===== src/rtl/pipe5_types_pkg.sv =====
// Shared types for the 5-stage pipeline: fetch FSM states, the NOP encoding and the F/D latch
// layout consumed by decode.
package pipe5_types_pkg;

  localparam logic [31:0] NOP_INSN = 32'h0000_0013;

  typedef enum logic [1:0] {
    FETCH,
    HOLD,
    DISCARD
  } fetch_state_t;

  typedef struct packed {
    logic        valid;
    logic [31:0] instr;
    logic [31:0] pc;
    logic [31:0] pc4;
    logic        fault;
    logic        mal;
  } fd_latch_t;

  function automatic fd_latch_t fd_bubble();
    fd_latch_t b;
    b       = '0;
    b.instr = NOP_INSN;
    return b;
  endfunction

endpackage


===== src/rtl/pipe5_fetch_stage_if.sv =====
// Instruction-memory generic bus: fetch stage is master, memory is slave.
interface pipe5_fetch_stage_if;
  logic        iren;
  logic [31:0] iaddr;
  logic        ibusy;
  logic [31:0] irdata;
  logic        ierror;

  modport master (
    output iren,
    output iaddr,
    input  ibusy,
    input  irdata,
    input  ierror
  );

  modport slave (
    input  iren,
    input  iaddr,
    output ibusy,
    output irdata,
    output ierror
  );
endinterface


===== src/rtl/pipe5_fetch_stage.sv =====
// Fetch stage: owns the PC, drives the imem bus and loads the F/D latch. A one-entry hold buffer
// keeps a fetch that completes during a stall so it is never refetched.
module pipe5_fetch_stage
  import pipe5_types_pkg::*;
#(
  parameter logic [31:0] RESET_PC = 32'h0000_0200
) (
  input  logic                       CLK,
  input  logic                       nRST,
  input  logic                       pc_en,
  input  logic                       fd_stall,
  input  logic                       fd_flush,
  input  logic                       npc_sel,
  input  logic [31:0]                branch_target,
  input  logic                       insert_priv_pc,
  input  logic [31:0]                priv_pc,
  pipe5_fetch_stage_if.master        imem,
  output logic                       f_busy,
  output logic                       fd_valid,
  output logic [31:0]                fd_instr,
  output logic [31:0]                fd_pc,
  output logic [31:0]                fd_pc4,
  output logic                       fd_fault_insn,
  output logic                       fd_mal_insn
);

  fetch_state_t state_q, state_d;
  logic [31:0]  pc_q, pc_d;
  logic [31:0]  pend_pc_q, pend_pc_d;
  fd_latch_t    buf_q, buf_d;
  logic         buf_valid_q, buf_valid_d;
  fd_latch_t    fd_q, fd_d;

  logic         misaligned;
  logic         bus_done;
  logic         fetch_done;
  logic         redirect;
  logic         adv;
  logic [31:0]  target;
  logic [31:0]  pc_plus4;
  fd_latch_t    fetched;
  logic         load;
  fd_latch_t    load_val;

  assign misaligned = |pc_q[1:0];
  assign redirect   = insert_priv_pc | npc_sel;
  assign target     = insert_priv_pc ? priv_pc : branch_target;
  assign adv        = pc_en & ~fd_stall & ~fd_flush;
  assign pc_plus4   = pc_q + 32'd4;

  // A misaligned PC never reaches the bus; it completes at once as a NOP flagged misaligned.
  assign imem.iren  = nRST & (((state_q == FETCH) & ~misaligned) | (state_q == DISCARD));
  assign imem.iaddr = pc_q;
  assign bus_done   = imem.iren & ~imem.ibusy;
  assign fetch_done = (state_q == FETCH) & (misaligned | bus_done);
  assign f_busy     = imem.iren & imem.ibusy;

  always_comb begin
    fetched       = '0;
    fetched.valid = 1'b1;
    fetched.instr = misaligned ? NOP_INSN : imem.irdata;
    fetched.pc    = pc_q;
    fetched.pc4   = pc_plus4;
    fetched.fault = misaligned ? 1'b0 : imem.ierror;
    fetched.mal   = misaligned;
  end

  always_comb begin
    state_d     = state_q;
    pc_d        = pc_q;
    pend_pc_d   = pend_pc_q;
    buf_d       = buf_q;
    buf_valid_d = buf_valid_q;
    load        = 1'b0;
    load_val    = fd_bubble();

    unique case (state_q)
      FETCH: begin
        if (fetch_done) begin
          if (redirect) begin
            pc_d = target;
          end else if (adv) begin
            load     = 1'b1;
            load_val = fetched;
            pc_d     = pc_plus4;
          end else begin
            // Completion while decode cannot accept: park it rather than drop it.
            buf_d       = fetched;
            buf_valid_d = 1'b1;
            state_d     = HOLD;
          end
        end else if (redirect) begin
          pend_pc_d = target;
          state_d   = DISCARD;
        end
      end

      HOLD: begin
        if (redirect) begin
          buf_valid_d = 1'b0;
          pc_d        = target;
          state_d     = FETCH;
        end else if (adv && buf_valid_q) begin
          load        = 1'b1;
          load_val    = buf_q;
          pc_d        = pc_plus4;
          buf_valid_d = 1'b0;
          state_d     = FETCH;
        end
      end

      DISCARD: begin
        // The stale request must run to completion with a stable address before retargeting.
        if (bus_done) begin
          pc_d    = redirect ? target : pend_pc_q;
          state_d = FETCH;
        end else if (redirect) begin
          pend_pc_d = target;
        end
      end

      default: begin
        state_d = FETCH;
      end
    endcase

    if (fd_flush) begin
      fd_d = fd_bubble();
    end else if (fd_stall) begin
      fd_d = fd_q;
    end else if (load) begin
      fd_d = load_val;
    end else begin
      fd_d = fd_bubble();
    end
  end

  always_ff @(posedge CLK) begin
    if (!nRST) begin
      state_q     <= FETCH;
      pc_q        <= RESET_PC;
      pend_pc_q   <= RESET_PC;
      buf_q       <= fd_bubble();
      buf_valid_q <= 1'b0;
      fd_q        <= fd_bubble();
    end else begin
      state_q     <= state_d;
      pc_q        <= pc_d;
      pend_pc_q   <= pend_pc_d;
      buf_q       <= buf_d;
      buf_valid_q <= buf_valid_d;
      fd_q        <= fd_d;
    end
  end

  assign fd_valid      = fd_q.valid;
  assign fd_instr      = fd_q.instr;
  assign fd_pc         = fd_q.pc;
  assign fd_pc4        = fd_q.pc4;
  assign fd_fault_insn = fd_q.fault;
  assign fd_mal_insn   = fd_q.mal;

endmodule


===== src/flat_wrapper.sv =====
// flat-port wrapper written by rule: the top's interface ports become plain ports
module pipe5_fetch_stage_flat import pipe5_types_pkg::*;
#(
  parameter logic [31:0] RESET_PC = 32'h0000_0200
)
  (CLK, nRST, pc_en, fd_stall, fd_flush, npc_sel, branch_target, insert_priv_pc, priv_pc, f_busy, fd_valid, fd_instr, fd_pc, fd_pc4, fd_fault_insn, fd_mal_insn, imem_iren, imem_iaddr, imem_ibusy, imem_irdata, imem_ierror);
  pipe5_fetch_stage_if imem_i ();
  input  logic CLK;
  input  logic nRST;
  input  logic pc_en;
  input  logic fd_stall;
  input  logic fd_flush;
  input  logic npc_sel;
  input  logic [31:0] branch_target;
  input  logic insert_priv_pc;
  input  logic [31:0] priv_pc;
  output logic f_busy;
  output logic fd_valid;
  output logic [31:0] fd_instr;
  output logic [31:0] fd_pc;
  output logic [31:0] fd_pc4;
  output logic fd_fault_insn;
  output logic fd_mal_insn;
  output wire logic [$bits(imem_i.iren)-1:0] imem_iren;
  output wire logic [$bits(imem_i.iaddr)-1:0] imem_iaddr;
  input wire logic [$bits(imem_i.ibusy)-1:0] imem_ibusy;
  input wire logic [$bits(imem_i.irdata)-1:0] imem_irdata;
  input wire logic [$bits(imem_i.ierror)-1:0] imem_ierror;
  assign imem_iren = imem_i.iren;
  assign imem_iaddr = imem_i.iaddr;
  assign imem_i.ibusy = imem_ibusy;
  assign imem_i.irdata = imem_irdata;
  assign imem_i.ierror = imem_ierror;
  pipe5_fetch_stage #(.RESET_PC(RESET_PC)) u_core (.CLK(CLK), .nRST(nRST), .pc_en(pc_en), .fd_stall(fd_stall), .fd_flush(fd_flush), .npc_sel(npc_sel), .branch_target(branch_target), .insert_priv_pc(insert_priv_pc), .priv_pc(priv_pc), .imem(imem_i), .f_busy(f_busy), .fd_valid(fd_valid), .fd_instr(fd_instr), .fd_pc(fd_pc), .fd_pc4(fd_pc4), .fd_fault_insn(fd_fault_insn), .fd_mal_insn(fd_mal_insn));
endmodule

===== config.mk =====
export PLATFORM = sky130hd
export DESIGN_NAME = pipe5_fetch_stage_flat
export DESIGN_NICKNAME = d
export VERILOG_FILES = /design/src/rtl/pipe5_types_pkg.sv /design/src/rtl/pipe5_fetch_stage_if.sv /design/src/rtl/pipe5_fetch_stage.sv /design/src/flat_wrapper.sv
export SDC_FILE = /design/constraint.sdc
export NUM_CORES = 1
export LEC_CHECK = 0
export ABC_AREA = 1
export ABC_CLOCK_PERIOD_IN_PS = 1800
export CAP_MARGIN = 25
export CORE_ASPECT_RATIO = 0.8
export CORE_MARGIN = 2
export CORE_UTILIZATION = 53
export DETAILED_ROUTE_END_ITERATION = 8
export HOLD_SLACK_MARGIN = 0.05
export PLACE_DENSITY_LB_ADDON = 0.08
export SLEW_MARGIN = 40
export SYNTH_ARGS = -nofsm -noshare
export SYNTH_HDL_FRONTEND = slang
export SYNTH_SLANG_ARGS = --single-unit

===== constraint.sdc =====
create_clock -name CLK -period 1.8 [get_ports CLK]
set_input_delay 0.36 -clock CLK [delete_from_list [all_inputs] [get_ports CLK]]
set_output_delay 0.36 -clock CLK [all_outputs]
set_load 0.005 [all_outputs]

==> results of run 1 <==
[timing repair]
action,in CTS,in global routing
gates resized for setup,130,105
pin swaps,8,21
setup endpoints to repair,79,202
endpoints found under the hold margin,0,0
buffers inserted,21,11
cloned,2,7
[worst paths after layout]
| kind | startpoint | endpoint | cells after the start |
|---|---|---|---|
| min | fd_stall | u_core.fd_instr[0] | 5 |
| max reg2reg | u_core.imem.iaddr[2] | u_core.buf_q[32] | 10 |
| max | u_core.imem.iaddr[2] | u_core.buf_q[32] | 10 |
| min reg2reg | u_core.buf_q[56] | u_core.buf_q[56] | 2 |
[metal layers]
layer	share of wire	track usage	vias to the layer above
met5	0	0	-
met4	0.031	0.0996	0
met3	0.11	0.0963	91
met2	0.43	0.496	712
met1	0.43	0.449	6358
li1	-	-	6628
[power by group through the flow]
stage                     clock network [uW]  logic (uW)  registers, uW
after floorplan                            0        4320           7700
after global placement                     0        8060           7750
after detailed placement                   0        8200           7790
after CTS                               5540        8630           7760
after global routing                    5800       10300           7950
final                                   5540        9640           7860
[flip-flops by register name, indices dropped and copies added, names as in the netlist, 2 cells and up]
register	count
u_core.buf_q	97
u_core.fd_instr	32
u_core.fd_pc4	32
u_core.imem.iaddr	32
u_core.pend_pc_q	32
u_core.fd_pc	30
u_core.state_q	2
[logic make-up (layout without fill, tap and decap cells)]
kind of cell,after synthesis,count (layout)
AO/OA/AOI/OAI,399,399
XOR/XNOR,14,14
adder cells (fa/ha/maj),1,1
buffers and inverters,342,706
flip-flops,261,261
other,0,1
AND/OR/NAND/NOR,848,848
[through the flow]
stage	setup TNS (ns)	area [um^2]	std cells
after floorplan	0	12500	1865
after global placement	-73.83	16100	2457
after detailed placement	-83.56	16100	2457
after CTS	-0.218	17400	2526
after global routing	-1.31	17900	2541
final	-0.0465	17900	2542
[critical path: stages (launching register included)]
cell	delay [ns]
dfxtp_4	0.37
ha_4	0.16
nand2_2	0.07
nor2_4	0.17
nand2_2	0.12
nor2_1	0.22
nand2_1	0.09
nand2_1	0.07
nand2_1	0.15
o21ai_0	0.24
inv_1	0.07
[cell usage in the layout, fill, tap and decap left out, types with 7 or more instances in the layout]
master,count
nand2_1,525
dfxtp_1,211
clkdlybuf4s50_1,195
inv_1,183
buf_4,181
nor2_1,176
o21ai_0,148
a21oi_1,129
nand3_1,66
o211ai_1,63
clkbuf_16,33
dlygate4sd2_1,31
dfxtp_2,26
dfxtp_4,24
a31oi_1,23
o21ai_1,22
nand2_2,20
buf_6,20
buf_12,18
nor2_4,15
nor2_2,14
inv_2,11
nand2_4,9
clkbuf_1,8
xor2_1,7
dlymetal6s2s_1,7
[final cells by class]
class / instances / area share
repair buffers: 463 / 0.251
well taps: 312 / 0.0218
diodes: 1 / 0.000140
clock buffers: 38 / 0.0418
multi-input cells: 1262 / 0.339
clock inverters: 10 / 0.00595
flip-flops and latches: 261 / 0.299
inverters: 195 / 0.0411
==> out/qor.tcl, run 1 <==
set qor(io_pins) 238
set qor(clkPwrFrac) 0.240
set qor(die_x_um) 175
set qor(clockRootBuffer) {clkbuf_16}
set qor(multiInputGateArea_um2) 6060
set qor(worst_slew_pin_slew_ns) 0.439
set qor(critPathArrivalTime_ns) 2.25
set qor(max_clock_freq_mhz) 547
set qor(finalMaxSlewViolations) 0
set qor(share_of_the_synthesized_area_in_compound_gates_ao_oa_aoi_oai) 0.178
set qor(timing.setup.critical_path_class) {flip-flop to flip-flop}
set qor(main_synth_ff_type) {dfxtp_1}
set qor(layout-drive-gt1-share) 0.183
set qor(cellInternalPower_uw) 14400
set qor(power.leakage_uw) 0.00822
set qor(combined_area_of_all_synthesized_cells_um2) 12500
set qor(cts_buffers) 27
set qor(timing.critical_path.from_type) {flip-flop}
set qor(power_switching_share) 0.374
set qor(design.die.area_um2) 24800
set qor(post-synth-top-area-fraction) 0.419
set qor(dp_slack_ns) -0.496
set qor(hp-class) {primary input to flip-flop}
set qor(first_global_vias) 12700
set qor(placementRows) 50
set qor(post-route-period-util) 1.02
set qor(post-route-worst-setup-slack_ns) -0.0287
set qor(grt_setup_unrepaired) {yes}
set qor(port_buffers) 237
set qor(synth_async_sr_flop_share) 0
set qor(power_density_nw_per_um2) 1290
set qor(dieHeight_um) 141
set qor(synth.cells.most_frequent) {551 x nand2_1, 261 x dfxtp_1, 196 x nor2_1}
set qor(report.power.total_uw) 23000
set qor(synth_area_leader_cell) {dfxtp_1}
set qor(setup_viol) 3
set qor(worst-path-max-fanout) 4
set qor(ys.warnings.count) 0
set qor(nNetsFinal) 2316
set qor(ys_types) 35
set qor(seq_area_frac_synth) 0.419
set qor(slew_headroom) 0.707
set qor(route.vias.total) 13800
set qor(fillers) 1759
set qor(synth_enable_flop_cells) 0
set qor(run_status) {complete, but fails checks}
set qor(post_synth_main_area_contributors) {dfxtp_1 42%, nand2_1 17%, o21ai_0 6.3%}
set qor(grt.total_usage) 0.327
set qor(synth.net_count) 1971
set qor(power_frac_comb) 0.418
set qor(failing_checks) {setup timing}
set qor(worst_ir_drop_vdd_v) 0.000810
set qor(switching_power_uw) 8610
set qor(cts_tree) {yes}
set qor(drc_violation_count_after_routing) 0
set qor(routed_wire_length_per_instance_um) 17.2
set qor(synth_xor_xnor_area_share) 0.00984
set qor(cts_hold_repair.buffers) 0
set qor(total_half_perimeter_wirelength_after_legalization_and_detailed_placement_mm) 28.4
set qor(clock_sinks) 261
set qor(routabilityCongestion) 0.936
set qor(p_seq_frac) 0.341
set qor(placeableCoreArea_um2) 23200
set qor(mapped_cells) 1865
set qor(hold_violations) 0
set qor(clk_latency_worst_skew_pair_ns) 0.54
set qor(period_needed_ns) 1.83
set qor(ys_seq_elements) 261
set qor(grt_pass1_wl_mm) 65.2
set qor(synthMuxAreaShare) 0
set qor(synth_most_common_cell) {nand2_1}
set qor(areaGrowthSynthToFinish_pct) 43.5
set qor(h-tree-depth) 1
set qor(finalWirelength_mm) 43.6
set qor(initial_core_util) 0.537
set qor(postLayoutCoreUtil) 0.770
set qor(antenna_found_initial) 0
set qor(hold_slack_ns) 0.249
set qor(dr.pass1.iters) 8
set qor(synth.avg_cell_area_um2) 6.68
set qor(worst_setup_path_end_kind) {flip-flop}
set qor(via_to_cell_ratio) 5.42
set qor(synth_simple_gate_area_share) 0.270
set qor(cts.path.max_buffers) 3
set qor(drv.max_cap_violation_count) 0
set qor(postRouteAntennaNets) 0
set qor(fin_worst_skew_ns) 0.00924
set qor(register_area_um2) 5350
set qor(grt.overflow.total) 0
set qor(critPathRequiredTime_ns) 2.22
set qor(clkTransAtPathRegs_ns) 0.06
set qor(dr.first_iter.drc_count) 1548
set qor(dominant_combinational_cell_family_by_area_after_synthesis) {simple AND/OR/NAND/NOR gates}
set qor(regToRegSetupSlack_ns) -0.03
set qor(grt_start_max_net_pins) 103
set qor(synth_fa_ha_area_frac) 0.00100
(Power assumes the default switching activity.)
==> inputs of run 2 (changes only) <==
Settings changed: CELL_PAD_IN_SITES_DETAIL_PLACEMENT from default to 1, CELL_PAD_IN_SITES_GLOBAL_PLACEMENT from default to 1, CORE_MARGIN 2 to 5, CORE_UTILIZATION 53 to 37.
==> run 2 against run 1 <==
The run now ends clean. Flip-flop and latch count unchanged. Die area increased by 51%. Routed wire length increased by 21%. Via count increased by 0.49%. Worst setup slack improved by 0.050 ns. First-iteration DRC count decreased by 43%. Design area increased by 2.9%. Sequential power decreased by 0.5%. Hold slack improved by 0.026 ns. Critical path depth decreased by 3. Core utilization decreased by 22 points. Highest routed layer unchanged.
==> out/qor.tcl, run 2 (synthesis results as in run 1) <==
set qor(run_status) {complete, no violations}
set qor(grt_start_max_net_pins) 119 ;# +16%
set qor(timing.setup.critical_path_class) {flip-flop to primary output}
set qor(hp-class) {primary input to flip-flop}
set qor(critical_hold_path_startpoint) {fd_stall}
set qor(initial_core_util) 0.373 ;# -0.164
set qor(worst_setup_path_end_kind) {primary output}
set qor(drc_violation_count_after_routing) 0 ;# unchanged
set qor(fin_worst_skew_ns) 0.0148 ;# +0.00558 ns
set qor(clock_sinks) 261 ;# unchanged
set qor(first_global_vias) 14100 ;# +11%
set qor(placementRows) 60 ;# +20%
set qor(total_half_perimeter_wirelength_after_legalization_and_detailed_placement_mm) 36.3 ;# +28%
set qor(antenna_found_initial) 0 ;# unchanged
set qor(drv.max_cap_violation_count) 0 ;# unchanged
set qor(worst_slew_pin_slew_ns) 0.682 ;# +0.243 ns
set qor(whs_path_depth) 5 ;# unchanged
set qor(cts.path.max_buffers) 3 ;# unchanged
set qor(mostFrequentLayoutCell) {nand2_1}
set qor(nNetsFinal) 2336 ;# +0.86%
set qor(critPathRequiredTime_ns) 1.44 ;# -0.78 ns
set qor(power_density_nw_per_um2) 1300 ;# +1.1%
set qor(max_clock_freq_mhz) 562 ;# +2.8%
set qor(io_pins) 238 ;# unchanged
set qor(hold_violations) 0 ;# unchanged
set qor(dp_slack_ns) -0.575 ;# -0.0789 ns
set qor(cts_hold_repair.buffers) 0 ;# unchanged
set qor(grt.overflow.total) 0 ;# unchanged
set qor(period_needed_ns) 1.78 ;# -0.0504 ns
set qor(route.vias.total) 13900 ;# +0.49%
set qor(worst_path_most_repeated_cell) {nand2_2}
set qor(final_sum_of_negative_setup_slack_ns) 0 ;# +0.0465 ns
set qor(worst_r2r_path_depth) 13 ;# +3
set qor(placeableCoreArea_um2) 33400 ;# +44%
set qor(register_area_um2) 5330 ;# -0.35%
set qor(worst_ir_drop_vdd_v) 0.000804 ;# -0.64%
set qor(finalMaxSlewViolations) 0 ;# unchanged
set qor(regToRegSetupSlack_ns) 0.05 ;# +0.08 ns
set qor(setup_viol) 0 ;# -3
set qor(grt_pass1_wl_mm) 78.5 ;# +20%
set qor(finalWirelength_mm) 52.9 ;# +21%
set qor(dr.first_iter.drc_count) 878 ;# -43%
set qor(via_to_cell_ratio) 5.16 ;# -4.8%
set qor(reg2reg_to) {u_core.fd_pc[4]}
set qor(crit_slowest_cell) {dfxtp_2}
set qor(clockRootBuffer) {clkbuf_16}
set qor(routed_wire_length_per_instance_um) 19.7 ;# +15%
set qor(design.die.area_um2) 37500 ;# +51%
set qor(antenna_cells_inserted) 0 ;# -1
set qor(slew_headroom) 0.546 ;# -0.162
set qor(timing.critical_path.from_type) {flip-flop}
set qor(regMostFlops) {u_core.buf_q}
set qor(layout-drive-gt1-share) 0.190 ;# +0.00629
set qor(port_buffers) 237 ;# unchanged
set qor(dr.pass1.iters) 5 ;# -3
set qor(postLayoutCoreUtil) 0.551 ;# -0.220
set qor(multiInputGateArea_um2) 6000 ;# -1.1%
set qor(power.leakage_uw) 0.00908 ;# +11%
set qor(critical_path.max_stage_delay_ns) 0.33 ;# -0.04 ns
set qor(whs_endpoint) {u_core.fd_instr[0]}
set qor(cts_tree) {yes}
set qor(grt.total_usage) 0.257 ;# -0.0700
set qor(routabilityCongestion) 0.913 ;# -2.5%
set qor(postRouteAntennaNets) 0 ;# unchanged
set qor(crit-reg2reg-launch) {u_core.imem.iaddr[0]}
set qor(clk_latency_worst_skew_pair_ns) 0.56 ;# +0.02 ns
set qor(grt_setup_unrepaired) {yes}
set qor(most_frequent_cells_in_the_layout) {531 x nand2_1, 210 x dfxtp_1, 187 x buf_4}
set qor(fillers) 4236 ;# +140%
set qor(h-tree-depth) 1 ;# unchanged
set qor(worst-path-max-fanout) 2 ;# -2
set qor(largest_reg_flops) 97 ;# unchanged
set qor(clkTransAtPathRegs_ns) 0.06 ;# about the same
set qor(critPathArrivalTime_ns) 1.42 ;# -0.83 ns
set qor(cts_buffers) 28 ;# +3.7%
set qor(dieHeight_um) 174 ;# +23%
set qor(post-route-period-util) 0.988 ;# -0.0280
set qor(post-route-worst-setup-slack_ns) 0.0216 ;# +0.0504 ns
set qor(areaGrowthSynthToFinish_pct) 47.7
set qor(die_x_um) 215 ;# +23%
set qor(critical_path.cell_chain) {inv_2, nand2_2, nand2_2, buf_6, nand2_4, nor2_4, buf_2}
run 2: cell count changes in the layout (fill, tap and decap cells not counted), sizes merged:
cell           previous run  this run
inv                     195       194
clkdlybuf4s50           195       118
dlygate4sd2              31        77
buf                     223       241
bufinv                    2         3
dlymetal6s2s              7        36
clkdlybuf4s15             0         1
diode                     1         0
clkbuf                   45        49
run 2: worst max path at each step:
stage | from | to | depth (start not counted)
finish | u_core.imem.iaddr[0] | f_busy | 7
global route | u_core.imem.iaddr[1] | f_busy | 7
CTS | u_core.imem.iaddr[1] | f_busy | 7
detailed placement | insert_priv_pc | u_core.imem.iaddr[27] | 10
global placement | insert_priv_pc | u_core.imem.iaddr[29] | 9
floorplan | fd_stall | u_core.imem.iaddr[12] | 13
run 2: routing by layer:
layer  vias to the layer above  track usage  share of wire
li1                       6657            -              -
met1                      6761        0.363           0.47
met2                       374        0.414           0.45
met3                        64       0.0510          0.062
met4                         0       0.0485          0.024
met5                         -            0              0
run 2: through the flow:
step | cell area, um^2 | std cells | hold WS, ns | power (uW)
after detailed placement | 16500 | 2595 | 0.449 | 16400
after global routing | 18400 | 2684 | 0.272 | 25100
after CTS | 17700 | 2663 | 0.246 | 22900
after global placement | 16500 | 2595 | 0.440 | 16100
after floorplan | 12500 | 1865 | 0.427 | 12000
final | 18400 | 2684 | 0.276 | 24000
run 2: critical path, delay by kind of cell, from the launching register on:
family                 cells  cell delay [ns]
AND/OR/NAND/NOR            4             0.26
buffers and inverters      3             0.27
flip-flops                 1             0.33
run 2: where the power goes:
group,total [uW],leakage (uW),internal (uW),switching [uW]
sequential,7820,0.00215,7030,789
combinational,10000,0.00645,4310,5740
clock,6090,0.000480,3610,2480
run 2: layout make-up:
type	count	area share
clock buffer	40	0.0449
tap	434	0.0295
sequential	261	0.290
timing repair buffer	482	0.262
multi-input combinational	1262	0.326
clock inverter	10	0.00762
inverter	195	0.0403
run 2: repair_timing:
item | in CTS | in global routing
setup buffers | 19 | 9
setup endpoints to repair | 133 | 236
resized for setup | 175 | 131
pin swaps | 5 | 30
hold endpoints to repair | 0 | 0
gates cloned | 0 | 12
==> inputs of run 3 (changes only) <==
Settings changed: SKIP_CTS_REPAIR_TIMING from default to 1.
==> run 3 against run 2 <==
The run now ends with setup timing left. Core utilization up 0.12 points. Hold slack worse by 0.0052 ns. Register-to-register slack worse by 0.04 ns. Sequential share of layout area about the same. Fmax down 3.2%. Total power down 0.98%. Flip-flop and latch count unchanged. Non-clock buffer count down 15. First-iteration DRC count down 13%. Critical endpoint unchanged. Largest cell class unchanged.
==> out/qor.tcl, run 3 (synthesis results as in run 1) <==
set qor(run_status) {complete, but fails checks}
set qor(failing_checks) {setup timing}
set qor(cts_buffers) 28 ;# unchanged
set qor(worst_ir_drop_vdd_v) 0.000746 ;# -7.3%
set qor(antenna_found_initial) 0 ;# unchanged
set qor(period_needed_ns) 1.84 ;# +0.0580 ns
set qor(critical_path.cell_chain) {inv_2, nand2_2, buf_6, nand2_4, nor2_1, dlymetal6s2s_1}
set qor(critPathRequiredTime_ns) 1.44 ;# about the same
set qor(fin_worst_skew_ns) 0.0124 ;# -0.00246 ns
set qor(clk_latency_worst_skew_pair_ns) 0.56 ;# about the same
set qor(first_global_vias) 13900 ;# -1.2%
set qor(nNetsFinal) 2321 ;# -0.64%
set qor(critPathArrivalTime_ns) 1.48 ;# +0.06 ns
set qor(post-route-period-util) 1.02 ;# +0.0322
set qor(die_x_um) 215 ;# unchanged
set qor(clockRootBuffer) {clkbuf_16}
set qor(grt.overflow.total) 0 ;# unchanged
set qor(clkPwrFrac) 0.256 ;# +0.002
set qor(clkTransAtPathRegs_ns) 0.06 ;# about the same
set qor(mostFrequentLayoutCell) {nand2_1}
set qor(design.die.area_um2) 37500 ;# unchanged
set qor(grt_start_max_net_pins) 119 ;# unchanged
set qor(routabilityCongestion) 0.913 ;# unchanged
set qor(placementRows) 60 ;# unchanged
set qor(power_switching_share) 0.369 ;# -0.00655
set qor(design_area_um2) 18400 ;# +0.21%
set qor(layout-drive-gt1-share) 0.177 ;# -0.0130
set qor(dieHeight_um) 174 ;# unchanged
set qor(max_clock_freq_mhz) 545 ;# -3.2%
set qor(worst-path-max-fanout) 4 ;# +2
set qor(post-route-worst-setup-slack_ns) -0.0364 ;# -0.0580 ns
set qor(total_half_perimeter_wirelength_after_legalization_and_detailed_placement_mm) 36.3 ;# unchanged
set qor(switching_power_uw) 8760 ;# -2.7%
set qor(crit_slowest_cell) {dfxtp_2}
set qor(worst_setup_path_end_kind) {primary output}
set qor(timing.critical_path.from_type) {flip-flop}
set qor(hp-class) {primary input to flip-flop}
set qor(timing.setup.critical_path_class) {flip-flop to primary output}
set qor(slew_headroom) 0.556 ;# +0.0100
set qor(fillers) 4192 ;# -1.0%
set qor(cts_tree) {yes}
set qor(cts.path.max_buffers) 3 ;# unchanged
set qor(route.vias.total) 13700 ;# -1.5%
set qor(worst_slew_pin_slew_ns) 0.667 ;# -0.0150 ns
set qor(power.leakage_uw) 0.00992 ;# +9.3%
set qor(critical_path.max_stage_delay_ns) 0.38 ;# +0.05 ns
set qor(hold_violations) 0 ;# unchanged
set qor(via_to_cell_ratio) 5.12 ;# -0.91%
set qor(placeableCoreArea_um2) 33400 ;# unchanged
set qor(postRouteAntennaNets) 0 ;# unchanged
set qor(drv.max_cap_violation_count) 0 ;# unchanged
set qor(cellInternalPower_uw) 15000 ;# about the same
set qor(grt.total_usage) 0.252 ;# -0.00467
set qor(grt_setup_unrepaired) {yes}
set qor(clock_sinks) 261 ;# unchanged
set qor(p_seq_frac) 0.332 ;# +0.006
set qor(grt_pass1_wl_mm) 77.3 ;# -1.5%
set qor(antenna_cells_inserted) 0 ;# unchanged
set qor(regMostFlops) {u_core.buf_q}
set qor(detailed_place.area_um2) 16500 ;# unchanged
set qor(finalWirelength_mm) 51.1 ;# -3.3%
set qor(largest_reg_flops) 97 ;# unchanged
set qor(drc_violation_count_after_routing) 0 ;# unchanged
set qor(timing.critical_path.max_delay_family) {flip-flops}
set qor(power_density_nw_per_um2) 1290 ;# -1.2%
set qor(routed_wire_length_per_instance_um) 19.2 ;# -2.8%
set qor(power_frac_comb) 0.411 ;# -0.009
set qor(dr.first_iter.drc_count) 764 ;# -13%
set qor(areaGrowthSynthToFinish_pct) 48.0
set qor(register_area_um2) 5340 ;# +0.26%
set qor(final_sum_of_negative_setup_slack_ns) -0.0364 ;# -0.0364 ns
set qor(h-tree-depth) 1 ;# unchanged
set qor(io_pins) 238 ;# unchanged
set qor(initial_core_util) 0.373 ;# unchanged
set qor(dr.pass1.iters) 5 ;# unchanged
set qor(port_buffers) 237 ;# unchanged
set qor(finalMaxSlewViolations) 0 ;# unchanged
set qor(multiInputGateArea_um2) 5920 ;# -1.3%
set qor(most_frequent_cells_in_the_layout) {537 x nand2_1, 207 x dfxtp_1, 185 x nor2_1}
set qor(postLayoutCoreUtil) 0.552 ;# +0.00116
set qor(setup_viol) 1 ;# +1
set qor(dp_slack_ns) -0.575 ;# unchanged
set qor(timing.critical_path.buf_inv) 3 ;# unchanged
[run 3: cell types whose count changed in the layout (fill, tap and decap cells not counted), sizes merged]
| cell | before | now |
|---|---|---|
| clkbuf | 49 | 46 |
| dlygate4sd2 | 77 | 0 |
| buf | 241 | 227 |
| dlymetal6s2s | 36 | 112 |
| clkdlybuf4s15 | 1 | 0 |
| clkdlybuf4s50 | 118 | 122 |
[run 3: layout make-up]
| class | count | share of cell area |
|---|---|---|
| Clock buffer | 40 | 0.0448 |
| Clock inverter | 10 | 0.00760 |
| Inverter | 195 | 0.0401 |
| Multi-Input combinational cell | 1262 | 0.321 |
| Sequential cell | 261 | 0.290 |
| Tap cell | 434 | 0.0295 |
| Timing Repair Buffer | 467 | 0.267 |
[run 3: tightest hold or removal path: stages]
cell     delay [ns]
buf_4          0.14
inv_2          0.07
buf_4          0.11
nand2_1        0.05
nand2_1        0.05
[run 3: worst paths after layout]
| path | from | to | slack, ns | cells after the start |
|---|---|---|---|---|
| worst max-delay path | u_core.state_q[1] | f_busy | -0.04 | 6 |
| worst min-delay path | fd_stall | u_core.fd_instr[0] | 0.27 | 5 |
| worst min register to register | u_core.buf_q[44] | u_core.buf_q[44] | 0.46 | 2 |
| worst max register to register | u_core.state_q[0] | u_core.fd_instr[17] | 0.01 | 10 |
[run 3: metal layers]
metal  vias up  GRT usage  part of all wire
met1      6644      0.356              0.47
met3        54     0.0489             0.056
met5         -          0                 0
li1       6623          -                 -
met4         0     0.0493             0.020
met2       332      0.407              0.45
[run 3: power groups by stage]
stage	combinational (uW)	sequential, uW	clock [uW]
2_1_floorplan	4320	7700	0
3_3_place_gp	8400	7740	0
3_5_place_dp	8640	7800	0
4_1_cts	8720	7690	6190
5_1_grt	10500	8000	6440
6_report	9760	7890	6070
[run 3: through the flow]
step                      hold slack, ns  instances  power (uW)
after detailed placement           0.449       2595       16400
after CTS                          0.246       2645       22600
after global placement             0.440       2595       16100
after global routing               0.271       2669       25000
final                              0.271       2669       23700
after floorplan                    0.427       1865       12000
